File: config.mk
export PLATFORM = sky130hd
export DESIGN_NAME = convenc_drain_flat
export DESIGN_NICKNAME = d
export VERILOG_FILES = /design/src/rtl/convenc_drain_if.sv /design/src/rtl/convenc_drain.sv /design/src/flat_wrapper.sv
export SDC_FILE = /design/constraint.sdc
export NUM_CORES = 1
export LEC_CHECK = 0
export ABC_AREA = 1
export CORE_AREA = 3 3 73 89
export CTS_BUF_LIST = sky130_fd_sc_hd__clkbuf_4
export CTS_CLUSTER_DIAMETER = 40
export DETAILED_ROUTE_END_ITERATION = 10
export DIE_AREA = 0 0 76 92
export PLACE_DENSITY = 0.61
export SLEW_MARGIN = 20
export SYNTH_ARGS = -nofsm -noshare
export SYNTH_HDL_FRONTEND = slang
export SYNTH_SLANG_ARGS = --single-unit
File: constraint.sdc
create_clock -name clk -period 2.65 [get_ports clk]
set_input_delay 0.53 -clock clk [delete_from_list [all_inputs] [get_ports clk]]
set_output_delay 0.53 -clock clk [all_outputs]
set_load 0.01 [all_outputs]
File: src/rtl/convenc_drain_if.sv
// -----------------------------------------------------------------------------
// convenc_drain_if
//   Byte stream from the convolutional-encoder drain to the rate-matching stage.
//   A byte moves on any rising clock edge where out_valid and out_ready are both 1.
//
//   Signals
//     out_data  [7:0]  interleaved coded byte       (master -> slave)
//     out_valid        out_data holds a byte        (master -> slave)
//     out_ready        downstream takes the byte    (slave  -> master)
//
//   Modports
//     master : the drain (drives data/valid, reads ready)
//     slave  : the downstream consumer
// -----------------------------------------------------------------------------
interface convenc_drain_if;
  logic [7:0] out_data;
  logic       out_valid;
  logic       out_ready;

  modport master (
    output out_data,
    output out_valid,
    input  out_ready
  );

  modport slave (
    input  out_data,
    input  out_valid,
    output out_ready
  );
endinterface

File: src/rtl/convenc_drain.sv
// -----------------------------------------------------------------------------
// convenc_drain
//   Reads the three subblock FIFOs of the convolutional encoder in lockstep,
//   one byte per stream, and bit-interleaves the 24 coded bits as
//   e[3i+s] = q_s[i]. The result goes out as three bytes e[7:0], e[15:8],
//   e[23:16] on a valid/ready stream. Groups of three bytes are counted
//   against the block length chosen at start; blk_done marks the end.
//
//   Parameters
//     K_SMALL  small block length in info bits (multiple of 8)
//     K_LARGE  large block length in info bits (multiple of 8)
//     TIMEOUT  stall-cycle limit of the watchdog
//
//   Optional feature
//     CONVDRAIN_WDOG_EN : when defined, a stall watchdog aborts the block
//                         after TIMEOUT consecutive stall cycles and pulses
//                         err_timeout. When undefined, err_timeout is tied 0
//                         and stalls are unbounded.
//
//   Ports
//     clk             clock
//     reset           synchronous, active-high reset
//     start           one-cycle pulse, begin a block (ignored when busy)
//     size_sel        sampled with start: 1 = K_LARGE, 0 = K_SMALL
//     empty[2:0]      FIFO empty flags, bit s = stream s
//     q0, q1, q2      FIFO read data (non-show-ahead), bit 0 = oldest bit
//     rdreq_subblock  FIFO read requests, always 3'b000 or 3'b111
//     strm            output byte stream (convenc_drain_if.master)
//     busy            high from the cycle after an accepted start to IDLE
//     blk_done        one-cycle pulse, last byte of block accepted
//     err_timeout     one-cycle pulse, block aborted by the watchdog
// -----------------------------------------------------------------------------
module convenc_drain #(
  parameter int unsigned K_SMALL = 1056,
  parameter int unsigned K_LARGE = 6144,
  parameter int unsigned TIMEOUT = 1024
) (
  input  logic                   clk,
  input  logic                   reset,
  input  logic                   start,
  input  logic                   size_sel,
  input  logic [2:0]             empty,
  input  logic [7:0]             q0,
  input  logic [7:0]             q1,
  input  logic [7:0]             q2,
  output logic [2:0]             rdreq_subblock,
  convenc_drain_if.master        strm,
  output logic                   busy,
  output logic                   blk_done,
  output logic                   err_timeout
);

  // Groups of 8 info bits per block; 768 groups for K = 6144 fit 10 bits.
  localparam logic [9:0] GRP_SMALL = 10'(K_SMALL / 8);
  localparam logic [9:0] GRP_LARGE = 10'(K_LARGE / 8);

  typedef enum logic [2:0] {
    S_IDLE,
    S_WAIT,
    S_READ,
    S_LOAD,
    S_EMIT0,
    S_EMIT1,
    S_EMIT2,
    S_DONE
  } state_t;

  state_t      r_state;
  logic [9:0]  r_grp_cnt;
  logic [9:0]  r_grp_total;
  logic [23:0] r_e;
  logic [7:0]  r_out_data;
  logic        r_out_valid;
  logic        r_busy;
  logic        r_blk_done;
  logic        r_err_timeout;

  logic [23:0] w_e;
  logic [9:0]  w_grp_next;
  logic        w_in_emit;
  logic        w_wdog_fire;

  // Bit interleave of the three stream bytes: e[3i+s] = q_s[i].
  always_comb begin
    w_e = '0;
    for (int unsigned i = 0; i < 8; i++) begin
      w_e[3*i]     = q0[i];
      w_e[3*i + 1] = q1[i];
      w_e[3*i + 2] = q2[i];
    end
  end

  assign w_grp_next = r_grp_cnt + 10'd1;
  assign w_in_emit  = (r_state == S_EMIT0) || (r_state == S_EMIT1) ||
                      (r_state == S_EMIT2);

`ifdef CONVDRAIN_WDOG_EN
  logic [15:0] r_stall;
  logic        w_stalled;

  // A non-stalled WAIT/EMIT cycle always leaves its state, and no other state
  // ever stalls, so "clear when not stalled" equals "clear on state change".
  assign w_stalled   = ((r_state == S_WAIT) && (empty != 3'b000)) ||
                       (w_in_emit && !strm.out_ready);
  // Fires on the TIMEOUT-th consecutive stall cycle; err_timeout is
  // registered and therefore visible in the following (IDLE) cycle.
  assign w_wdog_fire = w_stalled && (r_stall == 16'(TIMEOUT - 1));

  always_ff @(posedge clk) begin
    if (reset) begin
      r_stall <= '0;
    end else if (w_stalled && !w_wdog_fire) begin
      r_stall <= r_stall + 16'd1;
    end else begin
      r_stall <= '0;
    end
  end
`else
  logic w_unused_timeout;
  assign w_unused_timeout = (TIMEOUT != 0) & w_in_emit;
  assign w_wdog_fire      = 1'b0;
`endif

  always_ff @(posedge clk) begin
    if (reset) begin
      r_state       <= S_IDLE;
      r_grp_cnt     <= '0;
      r_grp_total   <= '0;
      r_e           <= '0;
      r_out_data    <= '0;
      r_out_valid   <= 1'b0;
      r_busy        <= 1'b0;
      r_blk_done    <= 1'b0;
      r_err_timeout <= 1'b0;
    end else begin
      r_blk_done    <= 1'b0;
      r_err_timeout <= 1'b0;

      if (w_wdog_fire) begin
        r_state       <= S_IDLE;
        r_out_valid   <= 1'b0;
        r_busy        <= 1'b0;
        r_err_timeout <= 1'b1;
      end else begin
        unique case (r_state)
          S_IDLE: begin
            if (start) begin
              r_grp_total <= size_sel ? GRP_LARGE : GRP_SMALL;
              r_grp_cnt   <= '0;
              r_busy      <= 1'b1;
              r_state     <= S_WAIT;
            end
          end

          // Only proceed when all three streams hold data; no stream is
          // ever read on its own.
          S_WAIT: begin
            if (empty == 3'b000) begin
              r_state <= S_READ;
            end
          end

          S_READ: r_state <= S_LOAD;

          // FIFO data is valid now (one cycle after rdreq). The first byte is
          // registered straight from the interleave so EMIT0 presents it.
          S_LOAD: begin
            r_e         <= w_e;
            r_out_data  <= w_e[7:0];
            r_out_valid <= 1'b1;
            r_state     <= S_EMIT0;
          end

          S_EMIT0: begin
            if (strm.out_ready) begin
              r_out_data <= r_e[15:8];
              r_state    <= S_EMIT1;
            end
          end

          S_EMIT1: begin
            if (strm.out_ready) begin
              r_out_data <= r_e[23:16];
              r_state    <= S_EMIT2;
            end
          end

          S_EMIT2: begin
            if (strm.out_ready) begin
              r_out_valid <= 1'b0;
              r_grp_cnt   <= w_grp_next;
              if (w_grp_next == r_grp_total) begin
                r_blk_done <= 1'b1;
                r_state    <= S_DONE;
              end else begin
                r_state    <= S_WAIT;
              end
            end
          end

          // start arriving here is deliberately dropped.
          S_DONE: begin
            r_busy  <= 1'b0;
            r_state <= S_IDLE;
          end

          default: r_state <= S_IDLE;
        endcase
      end
    end
  end

  assign rdreq_subblock = (r_state == S_READ) ? 3'b111 : 3'b000;
  assign strm.out_data  = r_out_data;
  assign strm.out_valid = r_out_valid;
  assign busy           = r_busy;
  assign blk_done       = r_blk_done;
  assign err_timeout    = r_err_timeout;

endmodule

File: src/flat_wrapper.sv
// flat-port wrapper written by rule: the top's interface ports become plain ports
module convenc_drain_flat 
#(
  parameter int unsigned K_SMALL = 1056,
  parameter int unsigned K_LARGE = 6144,
  parameter int unsigned TIMEOUT = 1024
)
  (clk, reset, start, size_sel, empty, q0, q1, q2, rdreq_subblock, busy, blk_done, err_timeout, strm_out_data, strm_out_valid, strm_out_ready);
  convenc_drain_if strm_i ();
  input  logic clk;
  input  logic reset;
  input  logic start;
  input  logic size_sel;
  input  logic [2:0] empty;
  input  logic [7:0] q0;
  input  logic [7:0] q1;
  input  logic [7:0] q2;
  output logic [2:0] rdreq_subblock;
  output logic busy;
  output logic blk_done;
  output logic err_timeout;
  output wire logic [$bits(strm_i.out_data)-1:0] strm_out_data;
  output wire logic [$bits(strm_i.out_valid)-1:0] strm_out_valid;
  input wire logic [$bits(strm_i.out_ready)-1:0] strm_out_ready;
  assign strm_out_data = strm_i.out_data;
  assign strm_out_valid = strm_i.out_valid;
  assign strm_i.out_ready = strm_out_ready;
  convenc_drain #(.K_SMALL(K_SMALL), .K_LARGE(K_LARGE), .TIMEOUT(TIMEOUT)) u_core (.clk(clk), .reset(reset), .start(start), .size_sel(size_sel), .empty(empty), .q0(q0), .q1(q1), .q2(q2), .rdreq_subblock(rdreq_subblock), .strm(strm_i), .busy(busy), .blk_done(blk_done), .err_timeout(err_timeout));
endmodule
==> results.cfg, run 1 <==
[synthesis]
netlist_area_um2 = 2106
synth_area_leaders = dfxtp_1 (40%), nand2_1 (9.8%), a21oi_1 (9.3%), o21ai_0 (7.4%), inv_1 (5.0%)
yosys_warnings = 0
synth_fp_nets = 326
yosysTopAreaCell = dfxtp_1
seq_area_frac_synth_pct = 39.93
post_synth.cell_area_avg_um2 = 7.187
ys_ff_latch = 42
synthCells = 293
synth_top_area_share_pct = 39.93
synthDistinctLibCells = 32

[cts]
htree_levels = 2
clockRootBuffer = clkbuf_4
cts_tree = yes
hold_buffers = 0
cts_made_buffers = 5
cts.clk_slew.worst_paths_ns = 0.13
cts-resized-gates = 0
clock_path_buffers = 2
cts_sinks = 42
clock_latency_ns = 0.35
post_cts_buffers = 0

[grt]
grt_usage_pct = 14.27
grt_overflow = 0
grt_start_max_net_pins = 28
grt_pass1_vias = 1825
grt_pass1_wl_mm = 8.114
grt_antenna_before_repair = 0

[status]
outcome = completed

[floorplanning]
chipWidth_um = 76
design.die.area_um2 = 6992
fp.dieH_um = 92
initial_core_util_pct = 37.15
rows = 30
core-area_um2 = 5668
io-pin-count = 47

[sta]
clock_skew_ns = 0.01101
clock.fmax_mhz = 424.2
rsz0062_at_grt = no
setup_viol_count_final = 0
fin_crit_sh_pct = 88.96
finalSetupTns_ns = 0
final-hold-violation-count = 0
finalWorstSetupSlack_ns = 0.2926
period_minus_slack_ns = 2.357
slew_violations = 0

[min_path]
holdPathStages = 2
hold_path_class = flip-flop to flip-flop
hold_path.startpoint = u_core.r_e[17]
hold_end = u_core.r_e[17]

[critical_path]
required_ns = 2.12
path_class = flip-flop to primary output
critPathTopFamily = buffers and inverters
crit_slowest_cell = clkdlybuf4s50_1
critPathMaxFanout = 8
worstPathArrival_ns = 1.83
end_kind = primary output
critPathBufInv = 1
path_cells = nor3_1, clkdlybuf4s50_1
r2r_start = u_core.r_state[0]
r2r_slack_ns = 0.83
worstSetupStartpointType = flip-flop
crit_path_max_incr_delay_ns = 0.62
rr_endpoint = u_core.r_e[16]
rr_worst_depth = 5

[cells_and_area]
drive_gt1_share_pct = 12.80
n_antenna_cell = 0
syn_to_final_growth_pct = 25.43
nFillCells = 603
nets = 368
final_util_pct = 46.60

[power]
ir_drop_v = 0.0002745
power_density_nw_per_um2 = 536.7
power.leakage_nw = 0.9845

[placement]
place_hpwl_mm = 3.563
routabilityCongestion = 0.7789
place_ws_ns = 0.6161
io_buffers = 45

[run]
maxCapViolations = 0

[route]
drtIter0Drc = 70
drc_errors = 0
routed_wl_mm = 4.806
ant_nets = 0
drt_pass1_iterations = 4
routed_via_density = 4.688
routed-via-count = 1950
wl_per_cell_um = 11.55
-- kinds of logic (layout without fill, tap and decap cells) --
group	count (synthesis)	count (layout)	synth area share, %
XOR/XNOR	1	1	0.4160
other	1	1	0.1781
AND/OR/NAND/NOR	117	117	27.04
AO/OA/AOI/OAI	82	82	20.98
buffers and inverters	49	92	10.87
adder cells (fa/ha/maj)	1	1	0.5941
flip-flops	42	42	39.93
-- layout make-up --
cell class              instances  area (um2)  share of cell area [%]
flip-flops and latches         42       840.8                   31.83
well taps                      80       100.1                   3.790
inverters                      36       137.6                   5.211
clock buffers                   6       45.04                   1.705
repair buffers                 48       473.0                   17.91
multi-input cells             202        1036                   39.22
clock inverters                 2       8.758                  0.3316
-- registers in the layout, summed over array words and instances (netlist names) --
signal / flops
u_core.strm.out_data: 8
u_core.r_grp_cnt: 10
u_core.blk_done: 1
u_core.r_e: 16
u_core.busy: 1
u_core.r_grp_total: 2
u_core.strm.out_valid: 1
u_core.r_state: 3
-- layout by cell type, fill, tap and decap left out, types with 3 or more instances in the layout --
| master | Yosys | routed |
|---|---|---|
| nand2_1 | 55 | 55 |
| clkdlybuf4s50_1 | 0 | 45 |
| dfxtp_1 | 42 | 42 |
| a21oi_1 | 39 | 39 |
| o21ai_0 | 31 | 31 |
| inv_1 | 28 | 28 |
| nor2_1 | 25 | 25 |
| nand3_1 | 12 | 12 |
| inv_2 | 7 | 7 |
| nor2_2 | 7 | 7 |
| clkbuf_4 | 0 | 6 |
| nor3_1 | 3 | 3 |
| nor2_4 | 3 | 3 |
| o21ai_2 | 3 | 3 |
| a21oi_2 | 3 | 3 |
| nand2_2 | 3 | 3 |
| buf_4 | 3 | 3 |
-- through the flow --
step	cells	area, um2	power [mW]	hold WS [ns]
2_1_floorplan	293	2106	0.9857	0.4246
3_3_place_gp	408	2587	1.112	0.4320
3_5_place_dp	408	2587	1.118	0.4387
4_1_cts	416	2641	1.438	0.4567
5_1_grt	416	2641	1.515	0.4806
6_report	416	2641	1.418	0.4553
-- layer usage --
| metal | vias up | track usage, % | wire [um] | part of all wire [%] |
|---|---|---|---|---|
| li1 | 1035 | - | - | - |
| met1 | 862 | 16.72 | 2143 | 45 |
| met2 | 47 | 24.33 | 2275 | 47 |
| met3 | 6 | 4.519 | 304 | 6.3 |
| met4 | 0 | 5.438 | 83 | 1.7 |
| met5 | - | 0 | 0 | 0 |
-- tightest hold or removal path: stages, from the launching register on --
cell	delay, ns
dfxtp_1	0.32
inv_1	0.05
a21oi_1	0.05
-- power by group --
part	leakage [nW]	internal [mW]	switching (mW)
registers	0.340	0.689	0.0443
logic	0.611	0.167	0.201
clock network	0.0331	0.110	0.206
-- synthesized netlist by cell type --
cell / instances
nand3_4: 1
inv_4: 1
o21ai_1: 2
nand2_1: 55
o21ai_2: 3
nor2_2: 7
inv_1: 28
dfxtp_1: 42
nand2_2: 3
o32ai_1: 1
nor2_1: 25
nand2_4: 2
nand3_1: 12
nor2_4: 3
inv_2: 7
a211oi_1: 1
ha_1: 1
a21oi_2: 3
nand3b_1: 2
clkbuf_1: 5
nor3_1: 3
buf_4: 3
o21ai_0: 31
a21oi_1: 39
xor2_1: 1
buf_2: 1
or2_1: 1
conb_1: 1
nor3_4: 1
buf_6: 4
nand3_2: 2
o22ai_1: 2
-- how the worst max path moves through the flow --
stage,start,end,cells past startpoint
finish,u_core.r_state[0],rdreq_subblock[2],2
global route,u_core.r_state[1],rdreq_subblock[2],3
floorplan,u_core.r_state[2],rdreq_subblock[1],3
detailed placement,strm_out_ready,u_core.r_grp_cnt[9],8
CTS,u_core.r_state[0],rdreq_subblock[2],2
global placement,strm_out_ready,u_core.r_grp_cnt[6],8
No activity file was read; power rests on OpenSTA's default activity.
==> run 2: changes to the inputs <==
ABC_AREA = not set   (was 1)
CORE_AREA = 3 3 72 88   (was 3 3 73 89)
DIE_AREA = 0 0 75 91   (was 0 0 76 92)
TNS_END_PERCENT = 5   (was not set)
==> run 2 against run 1 <==
- die area shrank 2.4%
- sequential power shrank 11%
- cell count decreased by 11%
- synthesized area decreased by 3.3%
- via count is 0.10% higher
- flip-flop and latch count is the same
- sequential share of layout area grew 0.87 points
- fmax is 2.0% higher
- final area shrank 2.7%
==> results.cfg, run 2 <==
[sta]
setup_viol_count_final = 0
slew_violations = 0
final-hold-violation-count = 0
clock_skew_ns = 0.01045
rsz0062_at_grt = no
slew_headroom_pct = 51.43
clock.fmax_mhz = 432.8
finalSetupTns_ns = 0
worst_pin_slew_ns = 0.7265
fin_crit_sh_pct = 87.20
finalWorstSetupSlack_ns = 0.3393
period_minus_slack_ns = 2.311

[grt]
grt_pass1_wl_mm = 8.038
grt_start_max_net_pins = 22
grt_antenna_before_repair = 0
grt_pass1_vias = 1707
grt_overflow = 0
grt_usage_pct = 14.91

[cts]
cts_made_buffers = 5
hold_buffers = 0
cts_tree = yes
clockRootBuffer = clkbuf_4
cts_sinks = 42
cts.clk_slew.worst_paths_ns = 0.12
htree_levels = 2
cts-resized-gates = 0
post_cts_buffers = 0
clock_latency_ns = 0.35
clock_path_buffers = 2

[placement]
placed_area_um2 = 2524
place_ws_ns = 0.4352
io_buffers = 45
routabilityCongestion = 0.8239
dp.cells = 365
place_hpwl_mm = 3.398

[synthesis]
yosys.area_share.simple_pct = 26.11
muxShareOfSynthArea_pct = 4.423
seq_area_frac_synth_pct = 41.28
yosysTopAreaCell = dfxtp_1
post_synth.cell_area_avg_um2 = 7.572
ys_ff_latch = 42
synth-xor-area-share_pct = 1.290
synth_top_area_share_pct = 41.28
synthDistinctLibCells = 39
synth_top_family_by_area = simple AND/OR/NAND/NOR gates
synth_fp_nets = 302
yosys-top-cells-count = nor2_1 (46), nand2_1 (43), a21oi_1 (42), dfxtp_1 (42), a211oi_1 (14)
yosys_warnings = 0
ys.flop_type = dfxtp_1
synth-edff-count = 0
synthCells = 269
netlist_area_um2 = 2037
synth_area_leaders = dfxtp_1 (41%), a21oi_1 (10%), nor2_1 (8.5%), nand2_1 (7.9%), a211oi_1 (5.2%)
yosysMostFrequentCell = nor2_1
ys_async_sr_fraction_pct = 0
synthAdderAreaFrac_pct = 0.6143
synth-compound-area-share_pct = 21.19

[run]
maxCapViolations = 0

[route]
wl_per_cell_um = 13.01
drtIter0Drc = 90
routed_wl_mm = 4.841
routed-via-count = 1952
ant_nets = 0
routed_via_density = 5.247
drt_pass1_iterations = 5
drc_errors = 0

[cells_and_area]
nets = 341
final_cell_mix = nor2_1 (46), clkdlybuf4s50_1 (45), nand2_1 (43)
syn_to_final_growth_pct = 26.23
fin_area_um2 = 2571
nFillCells = 571
stdcell_count = 372
n_antenna_cell = 0
top_register = u_core.r_e
multi_input_area_um2 = 1096
largest_reg_flops = 16
drive_gt1_share_pct = 5.519
final_common_cell = nor2_1
regArea_um2 = 840.8

[critical_path]
r2r_start = u_core.r_grp_cnt[0]
end_kind = primary output
crit_slowest_cell = clkdlybuf4s50_1
worstSetupStartpointType = flip-flop
worstPathArrival_ns = 1.78
path_class = flip-flop to primary output
path_cells = nand2b_1, nor2_1, clkdlybuf4s50_1
crit_path_max_incr_delay_ns = 0.57
critPathMaxFanout = 9
startpoint = u_core.r_state[1]
required_ns = 2.12

[power]
power_density_nw_per_um2 = 428.5
ir_drop_v = 0.0002029
power.leakage_nw = 0.8935

[floorplanning]
design.die.area_um2 = 6825
chipWidth_um = 75
io-pin-count = 47
initial_core_util_pct = 36.42
fp.dieH_um = 91
core-area_um2 = 5593
rows = 30

[min_path]
hold_path.startpoint = u_core.r_e[13]
hold_path_class = flip-flop to flip-flop

[status]
outcome = completed
## run 2: cell count changes in the layout (fill, tap and decap cells not counted), moves of 7 or more
cell | before | now
nor2_1 | 25 | 46
nand2_1 | 55 | 43
nand3_1 | 12 | 2
a211oi_1 | 1 | 14
inv_1 | 28 | 0
nor2_2 | 7 | 0
o21ai_0 | 31 | 8
mux2i_1 | 0 | 9
## run 2: final cells by class
class                   instances  share of cell area [%]
multi-input cells             206                   42.63
clock buffers                   5                   1.460
repair buffers                 52                   19.56
clock inverters                 2                  0.3893
inverters                       1                  0.1460
well taps                      64                   3.114
flip-flops and latches         42                   32.70
## run 2: stage by stage
step | power [mW] | util (%) | hold slack (ns)
floorplan | 0.7411 | - | 0.4357
global placement | 0.8156 | 45.12 | 0.4419
detailed placement | 0.8155 | 45.12 | 0.4466
CTS | 1.121 | 45.97 | 0.4641
global route | 1.161 | 45.97 | 0.4805
finish | 1.102 | 45.97 | 0.4626
## run 2: final timing paths
| kind | to | slack (ns) | depth (start not counted) |
|---|---|---|---|
| setup / recovery | rdreq_subblock[1] | 0.34 | 3 |
| hold / removal | u_core.r_e[13] | 0.46 | 2 |
| setup reg to reg | u_core.blk_done | 0.57 | 6 |
| hold reg to reg | u_core.r_e[13] | 0.46 | 2 |
## run 2: power breakdown
group	leakage (nW)	switching, mW	total [mW]	internal [mW]
combinational	0.523	0.0677	0.148	0.0799
clock	0.0308	0.205	0.301	0.0957
sequential	0.339	0.00968	0.653	0.643
total	0.893	0.283	1.10	0.819
## run 2: kinds of logic (layout without fill, tap and decap cells)
| logic type | count (synthesis) | after routing |
|---|---|---|
| other | 1 | 1 |
| AOI/OAI and AO/OA | 73 | 73 |
| and+or+nand+nor | 119 | 119 |
| muxes | 9 | 9 |
| xor gates and xnor gates | 3 | 3 |
| DFF | 42 | 42 |
| buffers and inverters | 21 | 60 |
| adders and majority gates | 1 | 1 |
## run 2: critical path: cells and delay by family, from the launching register on
family	cells	cell delay, ns
buf+inv	1	0.57
flops	1	0.50
simple gates	2	0.37
## run 2: per-layer routing
metal	vias to the layer above	part of all wire (%)	global-route usage [%]
li1	1013	-	-
met1	896	49	20.45
met2	39	46	22.67
met3	4	4.1	3.544
met4	0	1.1	4.896
met5	-	0	0
==> run 3: changes to the inputs <==
CAP_MARGIN = 5   (was not set)
CORE_AREA = 2 2 71 87   (was 3 3 72 88)
DIE_AREA = 0 0 73 89   (was 0 0 75 91)
==> run 3 against run 2 <==
- final area up 1.0%
- routed wire length down 1.1%
- combinational power up 3%
- setup slack better by 0.049 ns
- register-to-register slack better by 0.04 ns
- critical endpoint unchanged
==> results.cfg, run 3 (synthesis gave the netlist of run 2 again) <==
[status]
outcome = completed

[cts]
clockRootBuffer = clkbuf_4
htree_levels = 2
cts-resized-gates = 0
cts_made_buffers = 5
clock_latency_ns = 0.35
post_cts_buffers = 0
clock_path_buffers = 2
hold_buffers = 0
cts_tree = yes
cts_sinks = 42
cts.clk_slew.worst_paths_ns = 0.13

[power]
power.leakage_nw = 0.9083
ir_drop_v = 0.0002492
seqPwrFrac_pct = 57.6
p_comb_share_pct = 13.5
power_density_nw_per_um2 = 435.9
intPower_mw = 0.8409
power.switching_mw = 0.2913
clock_power_share_pct = 28.9
netSwitchingFraction_pct = 25.73

[cells_and_area]
multi_input_area_um2 = 1096
n_antenna_cell = 0
nets = 343
stdcell_count = 375
largest_reg_flops = 16
final_common_cell = nor2_1
final_util_pct = 46.44
final_cell_mix = nor2_1 (46), clkdlybuf4s50_1 (45), nand2_1 (43)
nFillCells = 577
top_register = u_core.r_e
syn_to_final_growth_pct = 27.52
drive_gt1_share_pct = 6.431
regArea_um2 = 840.8

[critical_path]
path_class = flip-flop to primary output
worstSetupStartpointType = flip-flop
r2r_start = u_core.r_grp_cnt[0]
end_kind = primary output
worstPathArrival_ns = 1.73
critPathMaxFanout = 9
rr_endpoint = u_core.r_state[1]
rr_worst_depth = 6
startpoint = u_core.r_state[1]
required_ns = 2.12
r2r_slack_ns = 0.61

[min_path]
hold_path.startpoint = u_core.r_e[15]
hold_path_class = flip-flop to flip-flop
hold_end = u_core.r_e[15]
holdPathStages = 2

[sta]
period_minus_slack_ns = 2.262
rsz0062_at_grt = no
final-hold-violation-count = 0
clock_skew_ns = 0.01463
worst_pin_slew_ns = 0.7060
setup_viol_count_final = 0
clock.fmax_mhz = 442.1
finalSetupTns_ns = 0
fin_crit_sh_pct = 85.36
holdWs_ns = 0.4623
slew_headroom_pct = 52.80
slew_violations = 0

[grt]
grt_overflow = 0
grt_usage_pct = 14.74
grt_antenna_before_repair = 0
grt_pass1_wl_mm = 7.590
grt_start_max_net_pins = 22
grt_pass1_vias = 1689

[placement]
place_hpwl_mm = 3.399
dp.cells = 367
routabilityCongestion = 0.8132
io_buffers = 45

[route]
drtIter0Drc = 72
drc_errors = 0
drt_pass1_iterations = 4
ant_nets = 0
routed_via_density = 5.235
routed_wl_mm = 4.790
routed-via-count = 1963
wl_per_cell_um = 12.77

[floorplanning]
chipWidth_um = 73
fp.dieH_um = 89
io-pin-count = 47
initial_core_util_pct = 36.42
rows = 30
design.die.area_um2 = 6497
core-area_um2 = 5593

[run]
maxCapViolations = 0
[run 3: layout make-up]
| type | instances | area share, % |
|---|---|---|
| clock inverters | 2 | 0.5299 |
| multi-input cells | 206 | 42.20 |
| repair buffers | 54 | 19.94 |
| well taps | 64 | 3.083 |
| clock buffers | 6 | 1.734 |
| inverters | 1 | 0.1445 |
| flip-flops and latches | 42 | 32.37 |
[run 3: stage by stage]
| step | power [mW] | setup WS (ns) | cell area, um2 |
|---|---|---|---|
| floorplan | 0.7411 | 0.8909 | 2037 |
| global placement | 0.8194 | 0.4819 | 2539 |
| detailed placement | 0.8192 | 0.4211 | 2539 |
| CTS | 1.147 | 0.3547 | 2597 |
| global route | 1.188 | 0.2419 | 2597 |
| finish | 1.132 | 0.3879 | 2597 |
[run 3: metal layers]
metal | GRT usage (%) | part of all wire, % | routed length [um] | up-vias
met2 | 25.06 | 47 | 2248 | 43
met1 | 17.91 | 46 | 2210 | 894
met3 | 3.495 | 5.3 | 254 | 5
li1 | - | - | - | 1021
met4 | 5.724 | 1.6 | 76 | 0
met5 | 0 | 0 | 0 | -
[run 3: power by group through the flow]
stage          registers [mW]  clock network, mW  logic (mW)
2_1_floorplan           0.665                  0      0.0757
3_3_place_gp            0.666                  0       0.154
3_5_place_dp            0.666                  0       0.153
4_1_cts                 0.652              0.341       0.154
5_1_grt                 0.654              0.367       0.168
6_report                0.652              0.327       0.153
[run 3: worst max path at each step]
stage / endpoint / slack [ns] / cells past startpoint
after floorplan: u_core.r_state[1] / 0.89 / 6
after global placement: u_core.r_grp_cnt[6] / 0.48 / 6
after detailed placement: u_core.r_grp_cnt[6] / 0.42 / 6
after CTS: rdreq_subblock[1] / 0.35 / 4
after global routing: rdreq_subblock[0] / 0.24 / 4
final: rdreq_subblock[1] / 0.39 / 4
[run 3: worst max-delay path, cell delays in order, from the launching register on]
cell and delay, ns:
dfxtp_1 0.34, buf_4 0.15, nand2b_1 0.14, nor2_1 0.18
clkdlybuf4s50_1 0.57
